$ cat src/rtl/multiword_add_seq.sv
// -----------------------------------------------------------------------------
// multiword_add_seq
//   Sequential multi-word adder controller. Wide operands are latched on a
//   start request and added one 32-bit word per clock, least-significant word
//   first, through a single 33-bit word adder. The carry-out of each beat is
//   registered into the carry-in of the next beat. Sum words are collected into
//   a wide registered result.
//
//   Optional feature macro: ADD_OVF_EN adds a registered signed-overflow output.
//
// Parameters
//   NWORDS : number of 32-bit words per operand (2..16); W = 32*NWORDS
//
// Ports
//   clk   in   1  clock, rising edge
//   rst_n in   1  asynchronous active-low reset
//   start in   1  request, sampled only while idle
//   a     in   W  operand A, sampled on the accepting edge
//   b     in   W  operand B, sampled on the accepting edge
//   cin   in   1  carry-in to word 0, sampled on the accepting edge
//   busy  out  1  high while the add is running
//   done  out  1  one-cycle pulse, result valid
//   sum   out  W  registered result (modulo 2^W)
//   cout  out  1  registered carry-out of the top word
//   ovf   out  1  (ADD_OVF_EN only) two's-complement overflow of the result
// -----------------------------------------------------------------------------
module multiword_add_seq #(
    parameter int unsigned NWORDS = 4
) (
    input  logic                   clk,
    input  logic                   rst_n,
    input  logic                   start,
    input  logic [32*NWORDS-1:0]   a,
    input  logic [32*NWORDS-1:0]   b,
    input  logic                   cin,
    output logic                   busy,
    output logic                   done,
    output logic [32*NWORDS-1:0]   sum,
    output logic                   cout
`ifdef ADD_OVF_EN
    ,
    output logic                   ovf
`endif
);

    localparam int unsigned W    = 32 * NWORDS;
    localparam int unsigned IDXW = $clog2(NWORDS);
    localparam logic [IDXW-1:0] LastIdx = IDXW'(NWORDS - 1);

    typedef enum logic {StIdle, StRun} state_e;

    state_e          r_state, w_state_d;
    logic [W-1:0]    r_a, w_a_d;
    logic [W-1:0]    r_b, w_b_d;
    logic [W-1:0]    r_sum, w_sum_d;
    logic [IDXW-1:0] r_idx, w_idx_d;
    logic            r_carry, w_carry_d;
    logic            r_cout, w_cout_d;
    logic            r_done, w_done_d;

    logic [31:0]     w_a_word;
    logic [31:0]     w_b_word;
    logic [32:0]     w_word;

    // One shared word adder; the current beat selects its slice by index.
    assign w_a_word = r_a[32*r_idx +: 32];
    assign w_b_word = r_b[32*r_idx +: 32];
    assign w_word   = {1'b0, w_a_word} + {1'b0, w_b_word} + {32'd0, r_carry};

`ifdef ADD_OVF_EN
    logic r_ovf, w_ovf_d;
    logic w_ovf_top;

    // Signed overflow: operands share a sign and the result sign differs.
    assign w_ovf_top = (w_a_word[31] == w_b_word[31]) && (w_word[31] != w_a_word[31]);
    assign ovf       = r_ovf;

    always_ff @(posedge clk or negedge rst_n) begin
        if (!rst_n) begin
            r_ovf <= 1'b0;
        end else begin
            r_ovf <= w_ovf_d;
        end
    end

    always_comb begin
        w_ovf_d = r_ovf;
        if (r_state == StRun && r_idx == LastIdx) begin
            w_ovf_d = w_ovf_top;
        end
    end
`endif

    always_ff @(posedge clk or negedge rst_n) begin
        if (!rst_n) begin
            r_state <= StIdle;
            r_a     <= '0;
            r_b     <= '0;
            r_sum   <= '0;
            r_idx   <= '0;
            r_carry <= 1'b0;
            r_cout  <= 1'b0;
            r_done  <= 1'b0;
        end else begin
            r_state <= w_state_d;
            r_a     <= w_a_d;
            r_b     <= w_b_d;
            r_sum   <= w_sum_d;
            r_idx   <= w_idx_d;
            r_carry <= w_carry_d;
            r_cout  <= w_cout_d;
            r_done  <= w_done_d;
        end
    end

    always_comb begin
        w_state_d = r_state;
        w_a_d     = r_a;
        w_b_d     = r_b;
        w_sum_d   = r_sum;
        w_idx_d   = r_idx;
        w_carry_d = r_carry;
        w_cout_d  = r_cout;
        w_done_d  = 1'b0;
        unique case (r_state)
            StIdle: begin
                if (start) begin
                    w_state_d = StRun;
                    w_a_d     = a;
                    w_b_d     = b;
                    w_carry_d = cin;
                    w_idx_d   = '0;
                end
            end
            StRun: begin
                w_sum_d[32*r_idx +: 32] = w_word[31:0];
                w_carry_d               = w_word[32];
                if (r_idx == LastIdx) begin
                    w_state_d = StIdle;
                    w_cout_d  = w_word[32];
                    w_done_d  = 1'b1;
                    w_idx_d   = '0;
                end else begin
                    w_idx_d = r_idx + IDXW'(1);
                end
            end
            default: w_state_d = StIdle;
        endcase
    end

    assign busy = (r_state == StRun);
    assign done = r_done;
    assign sum  = r_sum;
    assign cout = r_cout;

endmodule
$ cat config.mk
export PLATFORM = sky130hd
export DESIGN_NAME = multiword_add_seq
export DESIGN_NICKNAME = d
export VERILOG_FILES = /design/src/rtl/multiword_add_seq.sv
export SDC_FILE = /design/constraint.sdc
export NUM_CORES = 1
export LEC_CHECK = 0
export ABC_AREA = 1
export CAP_MARGIN = 20
export CORE_AREA = 5 5 197 199
export DETAILED_ROUTE_END_ITERATION = 10
export DIE_AREA = 0 0 202 204
export PLACE_DENSITY = 0.8
export SYNTH_ARGS = -nofsm -noshare
export SYNTH_HDL_FRONTEND = slang
export SYNTH_SLANG_ARGS = --single-unit
$ cat constraint.sdc
create_clock -name clk -period 3.8 [get_ports clk]
set_input_delay 0.76 -clock clk [delete_from_list [all_inputs] [get_ports clk]]
set_output_delay 0.76 -clock clk [all_outputs]
set_load 0.01 [all_outputs]
[Word level (Yosys, flattened, before mapping)]
Index checks and enable logic that the tools add are counted.
W data, S select, Z words.
Word-level totals
  ROM bits: 0
  input port bits: 260
  word-level logic and storage cells: 32
  RAM bits: 0
  output and inout port bits: 131
  memories kept: 0
  flip-flop bits (word level): 390
  latch bits: 0
Operators by class
  $add $sub $neg: 4
  multipliers: 0
  shifts and indexed selects: 4
  reductions and logical operators: 2
  bitwise operators: 1
  magnitude comparators: 0
  multiplexer cells: 11
  div/mod/pow operators: 0
  equality and inequality tests: 2
Operator list (number)
  $shiftx A128 B8 Y32: 2
  $bwmux W128: 1
  $shift A32 B34 Y128 const A: 1
  $shiftx A32 B34 Y128: 1
  $neg A7 Y34: 1
  $add A32 B32 Y33: 1
  $add A33 B1 Y33: 1
  $mux W1: 5
  $mux W2: 2
  $pmux W1 S2: 2
  $pmux W2 S2: 1
  $reduce_and A2 Y1: 2
  $add A2 B1 Y2 const B: 1
  $eq A2 B2 Y1 const B: 1
  $ne A2 B2 Y1 const B: 1
  $not A1 Y1: 1

[Longest topological paths before layout]
  word-level depth: 5
  mapped depth: 21

[Least setup slack after synthesis]
No wires, ideal clock.
  path type: reg-to-reg
  start: register r_idx[1]
  end: register r_sum[48] (netlist: sum[48])
  data required time: 3.734 ns
  setup time: 0.066 ns
  cell stages (with the launch flop): 22
  arrival: 2.996 ns
  path slack: 0.739 ns
  path through: dfrtp_1 > clkbuf_1 > inv_1 > buf_2 > clkbuf_1 > o21ai_0 > o22ai_1 > fa_1 > inv_1 > fa_1 > inv_1 > nand3_1 > nand2_2 > nand2_1 > nand2_2 > nand2_1 > nand2_1 > xor2_1 > nand2_1 > nor2_2 > nand2_1 > nand2_1
On the way
  cells in the longest elaborated chain, start to end: 5
RTL lines
  from (decl): RTL line 56  | logic [IDXW-1:0] r_idx, w_idx_d;
  from (signal assigned): RTL line 109  | r_idx <= w_idx_d;
  $shiftx A128 B8 Y32 (on tied branches): RTL line 66, 67
  $add A32 B32 Y33: RTL line 68  | assign w_word = {1'b0, w_a_word} + {1'b0, w_b_word} + {32'd0, r_carry};
  $add A33 B1 Y33: RTL line 68
  $shiftx A32 B34 Y128: RTL line 136  | w_sum_d[32*r_idx +: 32] = w_word[31:0];
  $bwmux W128 *: RTL line 136
  to (signal assigned): RTL line 108  | r_sum <= w_sum_d;
  to (decl): RTL line 55  | logic [W-1:0] r_sum, w_sum_d;
Mark *: on every way between the ends. The rest lies on a longest branch, timed or not.
A chain may end at the register's enable or synchronous reset.

[Worst setup path in the final report]
  start: register r_idx[0]
  end: register r_sum[42] (netlist: sum[42])
The elaborated chain is that of the path after synthesis.

==> run summary <==
=================================================================================
Worst IR Drop VDD                                                      0.000517 V
Final critical path time including I/O delays and setup                   3.31 ns
Length of the first detailed-routing pass in iterations                         5
Source-to-sink clock delay at the later pin of the worst-skew pair        0.57 ns
Final worst-path cycle share                                                87.0%
Lkg Pwr                                                                   11.5 nW
Number of nets in the final layout                                           2639
Boundary pin count                                                            391
Count of flip-flops with a built-in enable after synthesis                      0
Sum of net half-perimeters after detailed placement                      42200 um
Compound-cell area share of the yosys netlist                               8.02%
Async set-reset flop share out of synthesis                                  100%
Sw Ratio                                                                    47.8%
Die boundary width                                                         202 um
Starting density of the core                                                51.0%
Mean cell area of the mapped netlist                                   9.55 sq um
Part of the power in combinational logic                                    60.0%
TritonCTS clock tree                                                        built
Max transition margin                                                       54.2%
Top cell type's share of synthesized area                                   51.6%
Number of buffers on the longest clock path                                     3
Post-synthesis register bit count                                             390
Synth-to-layout area growth                                                 30.1%
DRC errors left                                                                 0
Highest-count cells in the layout ignoring fill and taps             sky130_fd_sc_hd__nand2_1, sky130_fd_sc_hd__clkdlybuf4s50_1, sky130_fd_sc_hd__dfrtp_1, sky130_fd_sc_hd__mux2_2, sky130_fd_sc_hd__nor2_1
Simple-gate share of the synthesized area                                   16.4%
Die area                                                             0.0412 sq mm
Yosys warns                                                                     0
Final estimated routing congestion in global placement                      0.897
Critical path data arrival time                                           3.75 ns
Clock Tree Root                                                      sky130_fd_sc_hd__clkbuf_16
Max-slew violation count                                                        0
Placement-stage cell area                                            0.0234 sq mm
CTS H-Tree Depth                                                                2
CP endpoint kind                                                         register
Startpoint Class                                                         register
Reg clk slew, reported paths                                              0.06 ns
Maximum number of pins on one net before global-route repair                  105
Area leader, netlist                                                 sky130_fd_sc_hd__dfrtp_1
Final worst slack                                                        0.492 ns
Final worst clock skew                                                  0.0171 ns
I/O Buffers                                                                   390
Final Instance Count excl. Fillers                                           2846
Wire length of the first global-routing pass                             89000 um
Cell area after layout                                               0.0246 sq mm
Iter 0 DRT Violations                                                        1026
Cell-internal power                                                       14.2 mW
Power, Total                                                              27.2 mW
Gate Count Post-Synth                                                        1980
Synth Area in Adders                                                        2.59%
Mux cell area share after synthesis                                         15.3%
Dominant cells by area after synthesis                               sky130_fd_sc_hd__dfrtp_1, sky130_fd_sc_hd__mux2_2, sky130_fd_sc_hd__nand2_1, sky130_fd_sc_hd__o21ai_0, sky130_fd_sc_hd__nor2_1
Worst-path fanout max                                                          35
Number of antenna violations at the first check in global routing               5
Global Route Usage Sum                                                      27.1%
Syn Nets                                                                     2278
Fmax                                                                    0.302 GHz
Netlist cell types                                                             41
Worst Setup Path Type                                                  reg -> reg
Fraction of power consumed by sequential logic                              26.3%
Setup repair bufs after CTS                                                     0
CTS Hold Bufs                                                                   0
Total wire length after detailed routing                                 57100 um
Final hold slack                                                         0.165 ns
Die height                                                                 204 um
Outcome                                                              complete, no violations
Count of final hold-check violations                                            0
Power per Cell Area                                                  1110 mW/mm^2
Overflow left after global routing                                              0
Final-layout setup total negative slack                                      0 ns
Setup repair after global routing missed its margin                         false
Most used DFF post-synth                                             sky130_fd_sc_hd__dfrtp_1
Number of sinks handled by clock tree synthesis                               390
Routed WL per cell                                                        20.1 um
Clock power share                                                           13.8%
HP Class                                                              in -> async
Standard-cell row count                                                        71
Number of global-route vias before repair                                   16.0k
Routed via count divided by cell count                                       5.54
Worst Tran Pin Value                                                     0.686 ns
Mapped Area                                                          0.0189 sq mm
Most common cell after layout, fill and taps aside                   sky130_fd_sc_hd__nand2_1
Final cell utilization of the core                                          66.4%
Required arrival time at the worst endpoint                               4.24 ns
Gates resized, CTS repair                                                       0
Power dissipated by switching net loads                                   13.0 mW
Post-Place Cells                                                             2773
Xor/xnor cell area share of the yosys netlist                              0.774%
Dpl ws                                                                   0.591 ns
Area of the core region                                              0.0370 sq mm
Number of antenna-violating nets in the routed design                           0
Share of post-route cells with drive strength above 1                       16.2%
Filler cell count                                                            2815
Via count of the routed design                                              15.8k
Largest family of logic cells by synthesized area                    simple AND/OR/NAND/NOR gates
Setup violations, final                                                         0
Num CTS Buffers                                                                40
Max-capacitance violation count                                                 0
Share of the yosys chip area belonging to registers                         51.6%
=================================================================================
## cell families after synthesis
logic type                 count (synthesis)
AOI/OAI and AO/OA                        272
and+or+nand+nor                          760
adders and majority gates                 38
buffers and inverters                    249
xor gates and xnor gates                  15
muxes                                    256
DFF                                      390
## registers in the layout, indices dropped and copies added, names as in the netlist
name,flops
busy,1
r_a,128
cout,1
r_b,128
r_idx,2
sum,128
done,1
r_carry,1
## power by group through the flow
stage                     sequential (mW)  clock, mW  combinational (mW)
after floorplan                      6.94          0                10.5
after global placement               7.06          0                15.8
after detailed placement             7.17          0                16.1
after CTS                            7.11       3.80                16.2
after global routing                 7.31       3.98                17.9
final                                7.15       3.75                16.3
## critical path, stage by stage, from the launching register on
cell	delay, ns
sky130_fd_sc_hd__dfrtp_4	0.52
sky130_fd_sc_hd__inv_4	0.32
sky130_fd_sc_hd__buf_12	0.20
sky130_fd_sc_hd__o21ai_0	0.11
sky130_fd_sc_hd__o22ai_1	0.23
sky130_fd_sc_hd__ha_1	0.39
sky130_fd_sc_hd__nand2_2	0.20
sky130_fd_sc_hd__inv_1	0.06
sky130_fd_sc_hd__nand2_1	0.06
sky130_fd_sc_hd__nand2_1	0.08
sky130_fd_sc_hd__inv_1	0.06
sky130_fd_sc_hd__nand3_1	0.17
sky130_fd_sc_hd__xor2_1	0.38
sky130_fd_sc_hd__nand2b_1	0.20
sky130_fd_sc_hd__nor2_1	0.07
sky130_fd_sc_hd__nand2_1	0.07
sky130_fd_sc_hd__nand2_1	0.05
## layout make-up
cell class	instances	area, sq um	area share, %
sequential	390	9760	39.7
multi-input combinational	1341	8160	33.2
clock buffer	65	1210	4.90
tap	474	593	2.41
antenna	4	10.0	0.0407
clock inverter	4	27.5	0.112
inverter	144	543	2.21
timing repair buffer	424	4300	17.5
## path summary, 6_finish.rpt
path | from | end | slack, ns | depth (start not counted)
setup / recovery | r_idx[0] | sum[42] | 0.49 | 16
hold / removal | rst_n | sum[102] | 0.16 | 1
setup reg to reg | r_idx[0] | sum[42] | 0.49 | 16
hold reg to reg | sum[118] | sum[118] | 0.48 | 2
max in group asynchronous | rst_n | r_idx[0] | 2.52 | 2
min in group clk | sum[118] | sum[118] | 0.48 | 2
## cells in the mapped netlist, types with 20 or more instances
library cell and instances:
sky130_fd_sc_hd__buf_2 42, sky130_fd_sc_hd__dfrtp_1 390, sky130_fd_sc_hd__inv_1 138, sky130_fd_sc_hd__mux2_2 256, sky130_fd_sc_hd__clkbuf_1 52, sky130_fd_sc_hd__ha_1 36, sky130_fd_sc_hd__nand3_1 50, sky130_fd_sc_hd__nand2_1 472
sky130_fd_sc_hd__nor2_1 174, sky130_fd_sc_hd__o22ai_1 62, sky130_fd_sc_hd__a21oi_1 20, sky130_fd_sc_hd__o21ai_0 164, sky130_fd_sc_hd__nand4_1 27
## per-layer routing
| metal | track usage (%) | wire (um) | up-vias |
|---|---|---|---|
| li1 | - | - | 7293 |
| met1 | 37.1 | 24300 | 7778 |
| met2 | 44.5 | 27400 | 608 |
| met3 | 4.97 | 3880 | 91 |
| met4 | 8.52 | 1480 | 4 |
| met5 | 0 | 27 | - |
Note: power is estimated with default switching activity, not from simulation.
